[config.mk]
export PLATFORM = sky130hd
export DESIGN_NAME = johnson_decoder
export DESIGN_NICKNAME = d
export VERILOG_FILES = /design/src/rtl/johnson_pkg.sv /design/src/rtl/johnson_code_check.sv /design/src/rtl/johnson_decoder.sv
export SDC_FILE = /design/constraint.sdc
export NUM_CORES = 1
export LEC_CHECK = 0
export ABC_AREA = 1
export CAP_MARGIN = 20
export CORE_MARGIN = 4
export CORE_UTILIZATION = 30
export CTS_BUF_LIST = sky130_fd_sc_hd__clkbuf_4
export DETAILED_ROUTE_END_ITERATION = 8
export GPL_ROUTABILITY_DRIVEN = 1
export PLACE_DENSITY = 0.5
export SYNTH_ARGS = -nofsm -noshare
export SYNTH_HDL_FRONTEND = slang
export SYNTH_SLANG_ARGS = --single-unit
[constraint.sdc]
create_clock -name clock -period 5.8 [get_ports clock]
set_input_delay 1.74 -clock clock [delete_from_list [all_inputs] [get_ports clock]]
set_output_delay 1.74 -clock clock [all_outputs]
set_load 0.05 [all_outputs]
[src/rtl/johnson_pkg.sv]
// Shared types and constants for the Johnson-code decoder and integrity monitor.
package johnson_pkg;

  typedef enum logic [1:0] {
    UNLOCKED = 2'd0,
    ACQUIRE  = 2'd1,
    LOCKED   = 2'd2
  } jd_state_t;

  localparam logic [7:0] ERR_MAX = 8'hFF;

endpackage

[src/rtl/johnson_code_check.sv]
// Combinational classifier: legality, phase index and relation of a code to the previous code.
module johnson_code_check #(
  parameter  int WIDTH = 4,
  localparam int IW    = $clog2(2*WIDTH)
) (
  input  logic [WIDTH-1:0] code,
  input  logic [WIDTH-1:0] prev,
  output logic             legal,
  output logic [IW-1:0]    index,
  output logic             is_next,
  output logic             is_same
);

  logic [WIDTH-2:0] edges;
  int               pop;
  int               idx;

  // A Johnson code has at most one 0/1 boundary between adjacent bits.
  always_comb begin
    edges = code[WIDTH-1:1] ^ code[WIDTH-2:0];
    legal = ($countones(edges) <= 1);
    pop   = 0;
    for (int i = 0; i < WIDTH; i++) pop = pop + int'(code[i]);
    idx   = code[WIDTH-1] ? (2*WIDTH - pop) : pop;
    index = IW'(idx);
  end

  assign is_next = (code == {prev[WIDTH-2:0], ~prev[WIDTH-1]});
  assign is_same = (code == prev);

endmodule

[src/rtl/johnson_decoder.sv]
// Johnson-code decoder: phase index, illegal/sequence-error pulses, lock tracking
// and a saturating error counter.
module johnson_decoder
  import johnson_pkg::*;
#(
  parameter  int WIDTH      = 4,
  parameter  int LOCK_COUNT = 3,
  localparam int IW         = $clog2(2*WIDTH)
) (
  input  logic             clock,
  input  logic             clear,
  input  logic             din_valid,
  input  logic [WIDTH-1:0] din,
  output logic [IW-1:0]    index,
  output logic             index_valid,
  output logic             illegal,
  output logic             seq_err,
  output logic             locked,
  output logic [7:0]       err_count
);

  localparam logic [3:0] LOCK_TGT = 4'(LOCK_COUNT);

  jd_state_t        state;
  logic [WIDTH-1:0] prev;
  logic             prev_ok;
  logic [3:0]       good_cnt;

  logic             legal;
  logic [IW-1:0]    code_idx;
  logic             is_next;
  logic             is_same;

  johnson_code_check #(.WIDTH(WIDTH)) u_check (
    .code    (din),
    .prev    (prev),
    .legal   (legal),
    .index   (code_idx),
    .is_next (is_next),
    .is_same (is_same)
  );

  assign locked = (state == LOCKED);

  always_ff @(posedge clock) begin
    if (clear) begin
      state       <= UNLOCKED;
      prev        <= '0;
      prev_ok     <= 1'b0;
      good_cnt    <= '0;
      index       <= '0;
      index_valid <= 1'b0;
      illegal     <= 1'b0;
      seq_err     <= 1'b0;
      err_count   <= '0;
    end else begin
      index_valid <= 1'b0;
      illegal     <= 1'b0;
      seq_err     <= 1'b0;
      if (din_valid) begin
        if (!legal) begin
          // Illegal codes drop lock from any state but leave prev/index intact.
          illegal  <= 1'b1;
          state    <= UNLOCKED;
          good_cnt <= '0;
          if (err_count != ERR_MAX) err_count <= err_count + 8'd1;
        end else begin
          prev        <= din;
          prev_ok     <= 1'b1;
          index       <= code_idx;
          index_valid <= 1'b1;
          unique case (state)
            UNLOCKED: begin
              state    <= ACQUIRE;
              good_cnt <= '0;
            end
            ACQUIRE: begin
              if (prev_ok && is_next) begin
                good_cnt <= good_cnt + 4'd1;
                if (good_cnt + 4'd1 == LOCK_TGT) state <= LOCKED;
              end else if (!(prev_ok && is_same)) begin
                good_cnt <= '0;
              end
            end
            LOCKED: begin
              if (!(is_next || is_same)) begin
                seq_err  <= 1'b1;
                state    <= ACQUIRE;
                good_cnt <= '0;
                if (err_count != ERR_MAX) err_count <= err_count + 8'd1;
              end
            end
            default: state <= UNLOCKED;
          endcase
        end
      end
    end
  end

endmodule

==> run summary, run 1 <==
Detailed Routing Iterations Pass 1 -> 4
Multi-input gate area -> 986 sq um
Post-synth ARST share -> 0%
cell family with most CP delay -> adder cells
Unique masters post-synth -> 29
initial antenna violation count -> 0
setup TNS -> 0 ns
Hold Path Class -> reg -> reg
dominant synthesized flop cell -> dfxtp_1
Crit path largest cell delay -> 0.60 ns
WP data required -> 6.06 ns
Core Area -> 5140 sq um
# Max-Cap Violations -> 0
post-synth top area share -> 31.3%
Final Max Slew Viols -> 0
top-count cell post-synth -> nand2_1
Overall Global Routing Usage -> 11.6%
DRT antenna net count -> 0
Worst-Margin Slew -> 0.845 ns
Worst setup EP type -> flop
Via-to-Cell Ratio -> 4.52
vias in the first global route -> 1,348
Startpoint Class -> input pin
Antenna Cells -> 0
Chip Width -> 81.0 um
# DRC -> 0
Clk pin slew, worst setup/hold paths -> 0.15 ns
post-CTS resize count -> 0
Final period util -> 64.5%
EDFF count, synth -> 0
minimum clock period -> 3.74 ns
Clock Power Share -> 21.4%
switching share of power -> 39.3%
Fill cells -> 594
Die H -> 81.0 um
pin count of the biggest net entering global routing -> 19
post-CTS setup buffers -> 0
Post-layout nets -> 253
Root Buffer -> clkbuf_4
CP arrival -> 4.00 ns
biggest area consumer among synthesized cells -> dfxtp_1
critical-path cell list -> clkdlybuf4s50_1, ha_1, fa_1, ha_1, inv_1, ha_1, nor2_1, xor2_1, nand3_1, a21oi_1
Setup Viol. Count Final -> 0
Clock Tree Buf Depth -> 2
CTS Buf Count -> 3
vias post-DR -> 1,388
Hold Buf Count CTS -> 0
global-route congestion overflow total -> 0
io pins -> 22
Flop pwr share -> 45.7%
Total Routed Length -> 3440 um
switching power -> 0.000164 W
full die area -> 6560 sq um
worst path buffer plus inverter count -> 2
post-route clock skew -> 0.0150 ns
Cell Rows -> 26
Mapped Avg Cell Area -> 7.43 sq um
Fin Hold WS -> 0.483 ns
CTS H-tree depth -> 1
clock sink total -> 25
Synth-to-Final Area Change -> 19.6%
WL/cell -> 11.2 um
Combinational Power Share -> 32.9%
syn nets -> 230
VDD IR max -> 0.000128 V
PD cells -> 219 nW/um^2
DP HPWL -> 2570 um
critical path class -> in -> reg
global-route wire length before repair -> 6040 um
Yosys warnings -> 0
most instantiated cells after synthesis -> nand2_1 (51), dfxtp_1 (25), nor2_1 (21)
Yosys reg bits -> 25
Crit-path slowest cell -> clkdlybuf4s50_1
Seq/Total Area, Yosys -> 31.3%
leakage -> 0.768 nW
fraction of final layout cells sized beyond drive strength 1 -> 20.7%
status -> finished clean
CP Max Fanout -> 6
DRT iter0 DRCs -> 45
synthesized area -> 1600 sq um
Internal Dissipation -> 0.000254 W
RSZ-0062 raised after global routing -> no
Slew HR -> 43.5%
Peak Freq -> 267 MHz
Critical Path Most Common Cell -> ha_1
input/output buffers -> 21
Post-Synthesis Cells -> 215
Worst-Skew Late Latency -> 0.34 ns
Final Power -> 0.000418 W
top post-synthesis cells by area -> dfxtp_1 (31%), nand2_1 (12%), ha_1 (5.5%)
storage element area -> 500 sq um
CTS tree -> done
Hold Violations, Final -> 0
gpl congestion -> 0.767
initial core utilization -> 31.1%
-- path summary, 6_finish.rpt --
path	end	start	cells past startpoint	slack, ns
worst max-delay path	index[2]	din[1]	10	2.06
worst min-delay path	index[0]	index[0]	2	0.48
worst max register to register	err_count[4]	err_count[0]	8	4.22
worst min register to register	index[0]	index[0]	2	0.48
-- sequential cells by signal (all words and copies together) (netlist names) --
signal and count:
state 2, prev 4, err_count 8, index_valid 1
index 3, prev_ok 1, seq_err 1, illegal 1
good_cnt 4
-- worst min-delay path: stages (launching register included) --
cell	delay, ns
dfxtp_1	0.35
nand2_1	0.06
a21oi_1	0.05
-- cells by family (layout without fill, tap and decap cells) --
| logic type | after synthesis | after routing | synth area share, % |
|---|---|---|---|
| AND/OR/NAND/NOR | 117 | 117 | 37.8 |
| AO/OA/AOI/OAI | 29 | 29 | 11.7 |
| buffers and inverters | 26 | 48 | 6.97 |
| flip-flops | 25 | 25 | 31.3 |
| XOR/XNOR | 10 | 10 | 5.48 |
| adder cells (fa/ha/maj) | 8 | 8 | 6.73 |
-- final cells by class --
class | count | area share, %
repair buffers | 21 | 11.0
flip-flops and latches | 25 | 26.2
well taps | 70 | 4.58
inverters | 23 | 5.04
multi-input cells | 164 | 51.6
clock inverters | 1 | 0.393
clock buffers | 3 | 1.18
-- cells in the final DEF, fill, tap and decap left out, drive strengths merged, types with 3 or more instances in the layout --
cell type / count
nand2: 69
nor2: 27
dfxtp: 25
inv: 23
clkdlybuf4s50: 21
a21oi: 21
nand3: 15
xor2: 7
ha: 7
o21ai: 7
nor3: 3
xnor2: 3
clkbuf: 3
-- layer usage --
metal  up-vias  routed length, um  GRT usage (%)  part of all wire, %
met1       641               1830           15.8                   53
met4         0                 41           4.05                  1.2
met3         4                102           2.55                  3.0
li1        725                  -              -                    -
met5         -                  0              0                    0
met2        18               1470           18.1                   43
-- through the flow --
stage | setup WS (ns) | utilization [%] | area (sq um) | instances
after CTS | 2.07 | 37.2 | 1910 | 307
final | 2.06 | 37.2 | 1910 | 307
after global routing | 2.00 | 37.2 | 1910 | 307
after floorplan | 2.39 | - | 1600 | 215
after global placement | 1.74 | 36.6 | 1880 | 303
after detailed placement | 1.68 | 36.6 | 1880 | 303
-- power by group through the flow --
stage / clock network, W / logic [W] / registers (W)
final: 0.0000893 / 0.000138 / 0.000191
after global routing: 0.000102 / 0.000152 / 0.000193
after detailed placement: 0 / 0.000139 / 0.000194
after CTS: 0.0000944 / 0.000139 / 0.000191
after floorplan: 0 / 0.0000859 / 0.000212
after global placement: 0 / 0.000139 / 0.000195
(Power assumes the default switching activity.)
==> run 2: changes to the inputs <==
==> constraint.sdc (replaced) <==
create_clock -name clock -period 3.77 [get_ports clock]
set_input_delay 1.131 -clock clock [delete_from_list [all_inputs] [get_ports clock]]
set_output_delay 1.131 -clock clock [all_outputs]
set_load 0.05 [all_outputs]
==> run 2 against run 1 <==
- first-iteration DRC count shrank 2.2%
- non-clock buffer count increased by 1
- count of clock-buffer cells in the layout is the same
- via count fell by 1.6%
- combinational power rose by 54%
- final area grew 0.39%
- register-to-register slack got worse by 2.0 ns
- utilization rose by 0.15 points
- clock skew shrank 0.013 ns
- global-route usage decreased by 0.21 points
- sequential power increased by 54%
- die area unchanged
- highest routed layer unchanged
==> run summary, run 2 (same netlist as run 1, synthesis figures left out) <==
critical path class -> in -> reg
minimum clock period -> 3.16 ns
Synth-to-Final Area Change -> 20.0%
Detailed Routing Iterations Pass 1 -> 4 (unchanged)
post-CTS setup buffers -> 0 (unchanged)
biggest regs -> err_count: 8 flops, good_cnt: 4 flops, prev: 4 flops
gpl congestion -> 0.769 (+0.29%)
fraction of final layout cells sized beyond drive strength 1 -> 21.0% (+0.33 points)
Startpoint Class -> input pin
storage element area -> 500 sq um (unchanged)
Hold EP -> index[0]
DRT antenna net count -> 0 (unchanged)
Worst-Skew Late Latency -> 0.33 ns (about the same)
Clock Power Share -> 20.8% (-0.6 points)
switching share of power -> 38.8% (-0.49 points)
Root Buffer -> clkbuf_4
Post-layout nets -> 254 (+0.40%)
vias in the first global route -> 1,302 (-3.4%)
Final period util -> 83.8%
Hold Buf Count CTS -> 0 (unchanged)
Via-to-Cell Ratio -> 4.44 (-1.9%)
Cell Rows -> 26 (unchanged)
clock sink total -> 25 (unchanged)
Core Util, Final -> 37.3% (+0.15 points)
max reg flops -> 8 (unchanged)
commonest cells after routing, fill and taps aside -> nand2_1 (51), dfxtp_1 (25), nor2_1 (21), clkdlybuf4s50_1 (21), inv_1 (16)
worst hold path depth -> 2 (unchanged)
largest register by flop count -> err_count
Clock Tree Buf Depth -> 2 (unchanged)
Total Routed Length -> 3380 um (-2.0%)
Flop pwr share -> 46.1% (+0.4 points)
Clk pin slew, worst setup/hold paths -> 0.16 ns (about the same)
DP HPWL -> 2550 um (-0.80%)
Worst-Margin Slew -> 0.503 ns (-0.342 ns)
R2R setup slack -> 2.19 ns (-2.03 ns)
Final Cell Area -> 1920 sq um (+0.39%)
Combinational Power Share -> 33.2% (+0.3 points)
Die H -> 81.0 um (unchanged)
CP Max Fanout -> 6 (unchanged)
Hold Violations, Final -> 0 (unchanged)
Peak Freq -> 317 MHz
WL/cell -> 11.0 um (-2.3%)
most common cell after layout, fill and taps aside -> nand2_1
r2r worst-path depth -> 8 (unchanged)
status -> finished clean
vias post-DR -> 1,366 (-1.6%)
Chip Width -> 81.0 um (unchanged)
full die area -> 6560 sq um (unchanged)
switching power -> 0.000248 W (+51%)
Reg-to-Reg End -> err_count[1]
CTS Buf Count -> 3 (unchanged)
Worst setup EP type -> flop
Setup Viol. Count Final -> 0 (unchanged)
initial core utilization -> 31.1% (unchanged)
Hold Path Class -> reg -> reg
r2r startpoint -> err_count[0]
RSZ-0062 raised after global routing -> no
PD cells -> 333 nW/um^2 (+52%)
pin count of the biggest net entering global routing -> 16 (-3)
setup ws final -> 0.612 ns (-1.44 ns)
leakage -> 0.773 nW (+0.63%)
Final Power -> 0.000639 W (+53%)
initial antenna violation count -> 0 (unchanged)
Overall Global Routing Usage -> 11.4% (-0.21 points)
WP data required -> 4.04 ns (-2.02 ns)
setup TNS -> 0 ns (unchanged)
global-route congestion overflow total -> 0 (unchanged)
Slew HR -> 66.4% (+23 points)
Multi-input gate area -> 986 sq um (unchanged)
input/output buffers -> 21 (unchanged)
post-CTS resize count -> 0 (unchanged)
VDD IR max -> 0.000199 V (+55%)
dpl ws -> 0.281 ns (-1.40 ns)
post-route clock skew -> 0.00243 ns (-0.0125 ns)
Final Max Slew Viols -> 0 (unchanged)
Core Area -> 5140 sq um (unchanged)
Placement Cell Area -> 1890 sq um (+0.40%)
DRT iter0 DRCs -> 44 (-2.2%)
# Max-Cap Violations -> 0 (unchanged)
CTS tree -> done
Fill cells -> 584 (-1.7%)
CTS H-tree depth -> 1 (unchanged)
Antenna Cells -> 0 (unchanged)
hold path start -> index[0]
io pins -> 22 (unchanged)
global-route wire length before repair -> 5890 um (-2.5%)
Internal Dissipation -> 0.000391 W (+54%)
CP arrival -> 3.43 ns (-0.57 ns)
# DRC -> 0 (unchanged)
[run 2: cell count changes in the layout (fill, tap and decap cells not counted), sizes merged]
| cell | delta |
|---|---|
| buf | +1 |
[run 2: worst max-delay path by stage]
stage | slack [ns] | cells past startpoint | startpoint | end
after detailed placement | 0.28 | 10 | din[1] | index[2]
final | 0.61 | 10 | din[1] | index[2]
after floorplan | 0.97 | 9 | din[0] | index[2]
after global routing | 0.50 | 10 | din[1] | index[2]
after global placement | 0.33 | 10 | din[1] | index[2]
after CTS | 0.63 | 10 | din[1] | index[2]
[run 2: final cells by class]
type | count | share of cell area, %
Clock buffer | 3 | 1.17
Clock inverter | 1 | 0.391
Inverter | 23 | 5.02
Multi-Input combinational cell | 164 | 51.4
Sequential cell | 25 | 26.1
Tap cell | 70 | 4.57
Timing Repair Buffer | 22 | 11.4
[run 2: critical path: stages]
cell and delay, ns:
clkdlybuf4s50_1 0.60, ha_1 0.31, fa_1 0.38, ha_1 0.28, inv_1 0.04, ha_1 0.17, nor2_1 0.12, xor2_1 0.16
nand3_1 0.09, a21oi_1 0.14
[run 2: metal layers]
metal  wire length (um)  vias to the layer above  track usage (%)
met5                  0                        -                0
met4                 35                        0             3.55
met3                125                        2             2.11
met2               1430                       28             17.2
met1               1790                      606             16.4
li1                   -                      730                -
[run 2: power by group through the flow]
stage	logic, W	registers (W)	clock network, W
2_1_floorplan	0.000132	0.000326	0
3_3_place_gp	0.000214	0.000300	0
3_5_place_dp	0.000213	0.000299	0
4_1_cts	0.000214	0.000294	0.000140
5_1_grt	0.000236	0.000297	0.000152
6_report	0.000212	0.000294	0.000133
[run 2: stage by stage]
stage	hold WS, ns	std cells
after floorplan	0.457	215
after global placement	0.454	304
after detailed placement	0.456	304
after CTS	0.485	308
after global routing	0.511	308
final	0.478	308
==> run 3: changes to the inputs <==
--- a/config.mk
+++ b/config.mk
@@ -12,7 +12,7 @@
 export CTS_BUF_LIST = sky130_fd_sc_hd__clkbuf_4
 export DETAILED_ROUTE_END_ITERATION = 8
 export GPL_ROUTABILITY_DRIVEN = 1
-export PLACE_DENSITY = 0.5
+export PLACE_DENSITY = 0.52
 export SYNTH_ARGS = -nofsm -noshare
 export SYNTH_HDL_FRONTEND = slang
 export SYNTH_SLANG_ARGS = --single-unit
==> constraint.sdc (replaced) <==
create_clock -name clock -period 2.54 [get_ports clock]
set_input_delay 0.762 -clock clock [delete_from_list [all_inputs] [get_ports clock]]
set_output_delay 0.762 -clock clock [all_outputs]
set_load 0.05 [all_outputs]
==> run 3 against run 2 <==
- sequential share of layout area down 1.5 points
- setup slack got worse by 0.46 ns
- critical path type unchanged
- worst hold slack worse by 0.0018 ns
- total power is 53% higher
- register-to-register slack got worse by 1.2 ns
- global-route usage increased by 0.19 points
- clock skew grew 0.0029 ns
- count of clock-buffer cells in the layout rose by 1
- combinational power rose by 66%
- sequential cell count is the same
==> run summary, run 3 (same netlist as run 1, synthesis figures left out) <==
Startpoint Class -> input pin
Synth-to-Final Area Change -> 27.6%
input/output buffers -> 21 (unchanged)
setup TNS -> 0 ns (unchanged)
post-route clock skew -> 0.00531 ns (+0.00288 ns)
pin count of the biggest net entering global routing -> 14 (-2)
r2r startpoint -> err_count[0]
DP HPWL -> 2600 um (+2.1%)
Worst-Skew Late Latency -> 0.32 ns (about the same)
WP data required -> 2.81 ns (-1.23 ns)
global-route congestion overflow total -> 0 (unchanged)
largest register by flop count -> err_count
biggest regs -> err_count: 8 flops, good_cnt: 4 flops, prev: 4 flops
Clk pin slew, worst setup/hold paths -> 0.14 ns (-0.02 ns)
io pins -> 22 (unchanged)
critical path class -> in -> reg
post-CTS setup buffers -> 0 (unchanged)
hold path start -> index[1]
Final period util -> 94.0%
Final Max Slew Viols -> 0 (unchanged)
Via-to-Cell Ratio -> 4.35 (-2.0%)
Total Routed Length -> 3360 um (-0.36%)
Slew HR -> 66.2% (-0.14 points)
minimum clock period -> 2.39 ns
Fill cells -> 580 (-0.68%)
# DRC -> 0 (unchanged)
worst hold path depth -> 2 (unchanged)
Setup crit start -> din[2]
setup ws final -> 0.151 ns (-0.461 ns)
global-route wire length before repair -> 6040 um (+2.7%)
most common cell after layout, fill and taps aside -> nand2_1
PD cells -> 480 nW/um^2 (+44%)
Hold Violations, Final -> 0 (unchanged)
Core Area -> 5140 sq um (unchanged)
r2r worst-path depth -> 8 (unchanged)
leakage -> 0.859 nW (+11%)
VDD IR max -> 0.000364 V (+83%)
Post-layout nets -> 266 (+4.7%)
WL/cell -> 10.5 um (-4.1%)
Detailed Routing Iterations Pass 1 -> 4 (unchanged)
gpl congestion -> 0.726 (-5.5%)
DRT iter0 DRCs -> 43 (-2.3%)
# Max-Cap Violations -> 0 (unchanged)
status -> finished clean
DRT antenna net count -> 0 (unchanged)
Clock Tree Buf Depth -> 2 (unchanged)
fraction of final layout cells sized beyond drive strength 1 -> 26.0% (+5.0 points)
initial antenna violation count -> 0 (unchanged)
Chip Width -> 81.0 um (unchanged)
commonest cells after routing, fill and taps aside -> nand2_1 (51), dfxtp_1 (25), nor2_1 (21), clkdlybuf4s50_1 (18), inv_1 (16)
Antenna Cells -> 0 (unchanged)
Peak Freq -> 419 MHz
Hold Path Class -> reg -> reg
vias in the first global route -> 1,365 (+4.8%)
CP Max Fanout -> 3 (-3)
CTS tree -> done
max reg flops -> 8 (unchanged)
Overall Global Routing Usage -> 11.6% (+0.19 points)
dpl ws -> -0.437 ns (-0.718 ns)
Root Buffer -> clkbuf_4
CTS Buf Count -> 3 (unchanged)
vias post-DR -> 1,391 (+1.8%)
Fin Hold WS -> 0.476 ns (-0.00179 ns)
RSZ-0062 raised after global routing -> no
Setup Viol. Count Final -> 0 (unchanged)
full die area -> 6560 sq um (unchanged)
Worst-Margin Slew -> 0.505 ns (+0.00204 ns)
clock sink total -> 25 (unchanged)
Cell Rows -> 26 (unchanged)
Die H -> 81.0 um (unchanged)
initial core utilization -> 31.1% (unchanged)
CP arrival -> 2.65 ns (-0.78 ns)
Worst setup EP type -> flop
CTS H-tree depth -> 1 (unchanged)
[run 3: cell types whose count changed in the layout (fill, tap and decap cells not counted)]
| cell | before | now |
|---|---|---|
| buf_12 | 0 | 1 |
| dlymetal6s2s_1 | 0 | 2 |
| fa_1 | 1 | 0 |
| ha_4 | 0 | 1 |
| ha_1 | 7 | 6 |
| clkinvlp_4 | 1 | 0 |
| clkdlybuf4s50_1 | 21 | 18 |
| fa_2 | 0 | 1 |
| buf_4 | 1 | 13 |
| clkbuf_4 | 3 | 4 |
[run 3: worst paths after layout]
check,slack [ns],end
worst max register to register,0.99,err_count[1]
worst min register to register,0.48,index[1]
worst min-delay path,0.48,index[1]
worst max-delay path,0.15,index[2]
[run 3: layout make-up]
type	instances	area (sq um)	area share, %
clock buffer	4	30.0	1.47
inverter	23	96.3	4.73
multi-input combinational	164	1000	49.1
sequential	25	500	24.6
tap	70	87.6	4.30
timing repair buffer	34	323	15.8
[run 3: worst max-delay path, cell delays in order]
cell and delay, ns:
clkdlybuf4s50_1 0.49, fa_2 0.40, ha_1 0.27, inv_1 0.04, ha_1 0.17, nor2_1 0.13
xor2_1 0.16, nand3_1 0.08, a21oi_1 0.14
[run 3: per-stage QoR]
step | area, sq um | std cells | total power (W) | util, %
detailed placement | 1990 | 316 | 0.000795 | 38.7
CTS | 2020 | 320 | 0.000993 | 39.3
global route | 2040 | 320 | 0.00105 | 39.7
finish | 2040 | 320 | 0.000979 | 39.7
floorplan | 1600 | 215 | 0.000679 | -
global placement | 1990 | 316 | 0.000797 | 38.7
[run 3: what timing repair did]
| item | 4_1_cts | 5_1_grt |
|---|---|---|
| resized for setup | 1 | 3 |
| pin swaps | 4 | 4 |
| endpoints found under the hold margin | 0 | 0 |
| hold buffers | 0 | 0 |
| setup endpoints to repair | 1 | 19 |
[run 3: metal layers]
layer  track usage [%]  vias up  routed length, um
met5                 0        -                  0
met4              2.03        0                 31
met3              3.33        4                128
met2              18.6       19               1510
met1              15.7      608               1700
li1                  -      760                  -
[run 3: where the power goes]
| part | internal (W) | switching [W] |
|---|---|---|
| logic | 0.000132 | 0.000219 |
| clock network | 0.0000722 | 0.000120 |
| registers | 0.000417 | 0.0000187 |
| total | 0.000621 | 0.000358 |
